## src/rtl/game_ctrl.sv

```systemverilog
// Tic-tac-toe game controller: move legality, win/draw detection and a
// vblank-synchronised copy of the board for the display pipeline.
module game_ctrl (
  input  logic       pclk,
  input  logic       rst,
  input  logic       vblnk_in,
  input  logic       move_valid,
  input  logic [3:0] move_idx,
  input  logic       new_game,
  output logic       move_ack,
  output logic       move_err,
  output logic       turn,
  output logic [1:0] winner,
  output logic       game_over,
  output logic [8:0] sq_x,
  output logic [8:0] sq_o
);

  typedef enum logic [1:0] {
    PLAY  = 2'd0,
    CHECK = 2'd1,
    EVAL  = 2'd2,
    OVER  = 2'd3
  } state_t;

  state_t     state_q;
  logic [8:0] brd_x_q;
  logic [8:0] brd_o_q;
  logic [3:0] mv_cnt_q;
  logic [3:0] idx_q;
  logic       turn_q;
  logic [1:0] winner_q;
  logic       ack_q;
  logic       err_q;
  logic       over_q;
  logic       vblnk_q;
  logic [8:0] sq_x_q;
  logic [8:0] sq_o_q;

  logic [8:0] cur_brd_s;
  logic [8:0] mark_s;
  logic       bad_move_s;
  logic       vblnk_rise_s;

  function automatic logic has_line(input logic [8:0] b);
    has_line = (b[0] & b[1] & b[2]) | (b[3] & b[4] & b[5]) |
               (b[6] & b[7] & b[8]) | (b[0] & b[3] & b[6]) |
               (b[1] & b[4] & b[7]) | (b[2] & b[5] & b[8]) |
               (b[0] & b[4] & b[8]) | (b[2] & b[4] & b[6]);
  endfunction

  always_comb begin
    cur_brd_s    = turn_q ? brd_o_q : brd_x_q;
    mark_s       = 9'd1 << idx_q;
    vblnk_rise_s = vblnk_in & ~vblnk_q;
    if (idx_q > 4'd8) begin
      bad_move_s = 1'b1;
    end else begin
      bad_move_s = |((brd_x_q | brd_o_q) & mark_s);
    end
  end

  always_ff @(posedge pclk) begin
    if (rst) begin
      state_q  <= PLAY;
      brd_x_q  <= 9'd0;
      brd_o_q  <= 9'd0;
      mv_cnt_q <= 4'd0;
      idx_q    <= 4'd0;
      turn_q   <= 1'b0;
      winner_q <= 2'b00;
      ack_q    <= 1'b0;
      err_q    <= 1'b0;
      over_q   <= 1'b0;
    end else begin
      ack_q <= 1'b0;
      err_q <= 1'b0;
      if (new_game) begin
        // Restart wins over any move in flight; its ack/err is dropped.
        state_q  <= PLAY;
        brd_x_q  <= 9'd0;
        brd_o_q  <= 9'd0;
        mv_cnt_q <= 4'd0;
        turn_q   <= 1'b0;
        winner_q <= 2'b00;
        over_q   <= 1'b0;
      end else begin
        case (state_q)
          PLAY: begin
            if (move_valid) begin
              idx_q   <= move_idx;
              state_q <= CHECK;
            end
          end
          CHECK: begin
            if (bad_move_s) begin
              err_q   <= 1'b1;
              state_q <= PLAY;
            end else begin
              if (turn_q) begin
                brd_o_q <= brd_o_q | mark_s;
              end else begin
                brd_x_q <= brd_x_q | mark_s;
              end
              mv_cnt_q <= mv_cnt_q + 4'd1;
              ack_q    <= 1'b1;
              state_q  <= EVAL;
            end
          end
          EVAL: begin
            // Board already holds the new mark; a win on move 9 beats a draw.
            if (has_line(cur_brd_s)) begin
              winner_q <= turn_q ? 2'b10 : 2'b01;
              over_q   <= 1'b1;
              state_q  <= OVER;
            end else if (mv_cnt_q == 4'd9) begin
              winner_q <= 2'b11;
              over_q   <= 1'b1;
              state_q  <= OVER;
            end else begin
              turn_q  <= ~turn_q;
              state_q <= PLAY;
            end
          end
          OVER: begin
            if (move_valid) begin
              err_q <= 1'b1;
            end
          end
          default: begin
            state_q <= PLAY;
          end
        endcase
      end
    end
  end

  // The copy samples the board before any write landing on the same edge.
  always_ff @(posedge pclk) begin
    if (rst) begin
      vblnk_q <= 1'b0;
      sq_x_q  <= 9'd0;
      sq_o_q  <= 9'd0;
    end else begin
      vblnk_q <= vblnk_in;
      if (vblnk_rise_s) begin
        sq_x_q <= brd_x_q;
        sq_o_q <= brd_o_q;
      end
    end
  end

  assign move_ack  = ack_q;
  assign move_err  = err_q;
  assign turn      = turn_q;
  assign winner    = winner_q;
  assign game_over = over_q;
  assign sq_x      = sq_x_q;
  assign sq_o      = sq_o_q;

endmodule

```

## config.mk

```make
export PLATFORM = sky130hd
export DESIGN_NAME = game_ctrl
export DESIGN_NICKNAME = d
export VERILOG_FILES = /design/src/rtl/game_ctrl.sv
export SDC_FILE = /design/constraint.sdc
export NUM_CORES = 1
export LEC_CHECK = 0
export CAP_MARGIN = 20
export CORE_UTILIZATION = 50
export DETAILED_ROUTE_END_ITERATION = 8
export GPL_ROUTABILITY_DRIVEN = 0
export HOLD_SLACK_MARGIN = 0.05
export PLACE_DENSITY = 0.72
export RECOVER_POWER = 100
export REMOVE_ABC_BUFFERS = 1
export SLEW_MARGIN = 20
export SYNTH_ARGS = -nofsm -noshare
export SYNTH_HDL_FRONTEND = slang
export SYNTH_SLANG_ARGS = --single-unit
```

## constraint.sdc

```tcl
create_clock -name pclk -period 2.4 [get_ports pclk]
set_input_delay 0.72 -clock pclk [delete_from_list [all_inputs] [get_ports pclk]]
set_output_delay 0.72 -clock pclk [all_outputs]
set_load 0.02 [all_outputs]
```

# Word-level counts from Yosys, hierarchy flattened
# Cells that the tools add are included.
# op_classes
bitwise_logic	35
eq_ne	5
addsub	1
n_lt_le_gt_ge	1
n_shift	1
n_reduce_logical	13
muxes	16
# op_table
operator	n
$or 9x9->9	3
$and 1x1->1	17
$mux 2	7
$reduce_and 3->1	4
$and 9x9->9	1
$mux 9	1
$reduce_or 9->1	1
$shl 1x4->9 const A	1
$not 1->1	7
$or 1x1->1	7
$mux 1	6
$pmux 2 s3	1
$reduce_and 2->1	3
$add 4x1->4 const B	1
$eq 2x2->1 const B	2
$eq 4x4->1 const B	1
$gt 4x4->1 const B	1
$reduce_bool 3->1	1
$reduce_or 3->1	1
$eq 2x1->1 const B	1
$logic_not 2->1	1
$ne 2x2->1 const B	1
$pmux 1 s2	1
$reduce_bool 2->1	1
$reduce_or 2->1	1
# word_totals
inputBits	9
register_bits	53
wordCells	85

# Logic depth before layout (Yosys ltp)
# logic_depth
ltp_word	12
ltp_mapped	7
ltp_nobuf	6

# Worst setup path after synthesis
# Ideal clock, no wire load.
# synth_path
path_kind	reg2reg
start	register turn_q, in the netlist turn
end	register turn_q, in the netlist turn
path_buffers	2
slack_ps	390
arrival_time_ps	1940
stages_incl_launch_ff	7
synth_period_minus_slack_ps	2010
path_cell_list	dfxtp_1 > buf_2 > o32ai_1 > or4_1 > clkbuf_2 > or4_1 > a21oi_1
# synth_via
elab_chain_cells	12
# synth_rtl
item	line_no	rtl
start: declaration	31	logic turn_q;
start signal: assignment	121	turn_q <= ~turn_q;
$mux 9	53	cur_brd_s = turn_q ? brd_o_q : brd_x_q;
$and 1x1->1 (2 in series)	46	has_line = (b[0] & b[1] & b[2]) | (b[3] & b[4] & b[5]) |
$or 1x1->1 (2 in series)	46	
$or 1x1->1 (2 in series)	47	(b[6] & b[7] & b[8]) | (b[0] & b[3] & b[6]) |
$or 1x1->1 (2 in series)	48	(b[1] & b[4] & b[7]) | (b[2] & b[5] & b[8]) |
$or 1x1->1	49	(b[0] & b[4] & b[8]) | (b[2] & b[4] & b[6]);
$not 1->1 (no source line)	--	
$reduce_and 3->1 (no source line)	--	
# Several ways; a longest one is shown, not always the timed one.
# A chain may end at the register's enable or synchronous reset.

# Final worst setup path
# layout_path
start	register turn_q, in the netlist turn
end	output turn
# layout_rtl
item	line_no	rtl
end: declaration	12	output logic turn,
# No word-level cell between the ends.

==> summary.txt <==
Drt
  • WL final: 4715 um
  • Vias per cell: 5.619
  • Routed length per instance: about 13 um
  • Vias: 1989
  • Initial DRC Count: approximately 120
  • DRT antenna net count: 0
  • Pre-antenna DRT Iters: 4
  • Post-detailed-route DRC marker count: 0

Synth
  • Top cells by area, synth: dfxtp_1 46%, nand2_1 7.4%, a21oi_1 7.2%
  • Library cells used by synthesis: 38
  • Synth area leader: dfxtp_1
  • Post-synth EDFFs: 0
  • Yosys top cell area share: 0.4619
  • Main synth FF type: dfxtp_1
  • Seq cells post-synth: 53
  • Post-synth top cells: 53 x dfxtp_1, 45 x nand2_1, 33 x a21oi_1
  • Syn Std Cell Area: between 2000 and 2500 um^2
  • Mean Syn Cell Area: ~8.4 um^2
  • Yosys warns: 0
  • Register area share after synthesis: 0.4619
  • Most frequent cell after synthesis: dfxtp_1
  • Synth Instances: 272
  • Ys async rst share: 0

Power
  • Switching part of the total: 0.2192
  • Combinational Power Share: 0.057
  • P_leak: 0.001006 uW
  • Peak supply drop: 0.3623 mV
  • Net switching power: between 300 and 400 uW
  • PD cells: 567.9 nW/um^2
  • Cell-internal power: 1227 uW
  • Clock share of power: 0.371
  • Seq pwr share: 0.573

Setup path
  • Critical Path Sink: turn
  • Critical path's slowest cell: dlygate4sd3_1
  • WP buf/inv: 1
  • WP data arrival: 1520 ps
  • Critical path class: register to output port
  • R2r setup slk: between 200 and 300 ps
  • Worst EP required: 1680 ps
  • R2r startpoint: idx_q[1]
  • FF-to-FF path depth: 5
  • Startpoint types: register
  • Max stage delay on crit path: 720 ps
  • R2r endpoint: state_q[1]
  • Crit. End Element: output port
  • Crit-path leading delay family: buffers and inverters
  • Crit Path Max Fanout: 17
  • Crit path depth: 1
  • Critical Path Source: turn
  • CP cell instances: dlygate4sd3_1

Clock network
  • CTS tree: yes
  • Clk sinks: 53
  • Clk_lat worst skew: 300 ps
  • Root buf cell: clkbuf_8
  • CTS Buf Count: 5
  • Maximum root-to-sink buffer count: 2
  • Htree depth: 2
  • Clock transition at path regs: 90 ps
  • Post-CTS Setup Repair Bufs: 0

Timing
  • Final Max Slew Viols: 0
  • Tightest Pin Transition: 715.6 ps
  • Final period util: 0.9337
  • Setup TNS: 0 ps
  • Clk_skew: between 4 and 5 ps
  • Worst rel slew slack: 0.5229
  • RSZ-0062 raised after global routing: no
  • Fin crit period: 2241 ps
  • Setup violations, final: 0
  • Final Hold Fails: 0
  • Max Clk Rate: 0.4463 GHz
  • Final worst setup slack: between 150 and 200 ps

Cells and area
  • Post-layout util: 0.6310
  • Diode count: 0
  • Share of cells above drive strength 1: 0.05960
  • Nets: 318
  • Layout area overhead: 20.42%
  • Post-Layout Inst Area: 2766 um^2

Floorplanning
  • Core ar.: 4384 um^2
  • Rows: 24
  • Die Wd: 69.78 um
  • Starting Density: 0.5240
  • Die area: 4869 um^2
  • # IOs: 33
  • Die span in y: 69.78 um

Placed design
  • DP Worst Slack: 285.3 ps
  • Area after DPL: 2671 um^2
  • Post-DP HPWL: around 3500 um
  • PortBufs: 32

Global route
  • Vias in the first global route: 1793
  • Global route total overflow: 0
  • First-pass GRT wire length: 8176 um
  • Initial antenna violation count: 0
  • Largest net degree at the start of global routing: 19
  • Gr usage total: 0.2084

Job
  • Max-cap violations: 0

Outcome
  • Status: finished, final reports clean

Hold path
  • Worst hold path type: register to register
[stage by stage]
stage / power (uW) / hold WS, ps / cells
after floorplan: 965.2 / 438.8 / 256
after global placement: 1012 / 440.7 / 347
after detailed placement: 1012 / 445.3 / 347
after CTS: 1587 / 458.1 / 354
after global routing: 1632 / 471.3 / 354
final: 1571 / 453.1 / 354
[area by class of cell]
cell class                 count  area (um^2)
timing repair buffer          39        362.8
multi-input combinational    192         1131
clock inverter                 2        35.03
clock buffer                   5        68.82
inverter                      11        41.29
tap                           52        65.06
sequential                    53         1062
fill                         383         1618
[kinds of logic after synthesis]
family / synth area share
AOI/OAI and AO/OA: 0.2113
adders and majority gates: 0.03812
buffers and inverters: 0.04575
DFF: 0.4619
muxes: 0.03704
and+or+nand+nor: 0.2059
[cell usage in the layout (no fill, tap or decap), types with 3 or more instances in the layout]
master           instances
o31ai_1                  4
dfxtp_1                 52
a31oi_1                  3
dlygate4sd3_1           27
o32ai_1                  4
clkbuf_8                 5
a22oi_1                  7
or4_1                    5
mux2i_1                  4
nor2_1                  28
a21oi_1                 33
o21ai_0                  7
nor3_1                   3
o21a_1                  12
inv_1                   11
ha_1                     7
nand2_1                 45
buf_4                    4
nand2b_1                 3
nor2b_1                  4
clkdlybuf4s50_1          5
[registers in the layout, summed over array words and instances, names as in the netlist]
register   flops
brd_x_q        9
turn           1
winner         2
move_err       1
brd_o_q        9
state_q        2
sq_x           9
idx_q          4
game_over      1
mv_cnt_q       4
sq_o           9
vblnk_q        1
move_ack       1
[per-layer routing]
layer / wire length [um] / global-route usage / up-vias
met5: 0 / 0 / -
met4: 56 / 0.06889 / 0
met3: 192 / 0.04360 / 6
met2: 2183 / 0.3269 / 44
li1: - / - / 1009
met1: 2282 / 0.2861 / 930
[power by group through the flow]
stage / clock network, uW / registers (uW) / logic (uW)
global placement: 0 / 920 / 91.5
finish: 582 / 900 / 88.8
detailed placement: 0 / 920 / 91.7
floorplan: 0 / 918 / 47.7
global route: 630 / 902 / 99.1
CTS: 595 / 900 / 92.3
[timing repair]
action                                  4_1_cts  5_1_grt
gates resized for setup                       0        1
hold buffers                                  0        0
endpoints found under the setup margin        0        1
[how the worst min path moves through the flow]
stage / start / endpoint / slack, ps / cells past startpoint
final: sq_x[7] / sq_x[7] / 450 / 2
after global routing: sq_x[5] / sq_x[5] / 470 / 2
after CTS: sq_o[6] / sq_o[6] / 460 / 2
after detailed placement: sq_x[5] / sq_x[5] / 450 / 2
after global placement: sq_o[5] / sq_o[5] / 440 / 2
after floorplan: brd_x_q[7] / sq_x[7] / 440 / 2
Power figures use the tool's default switching activity.
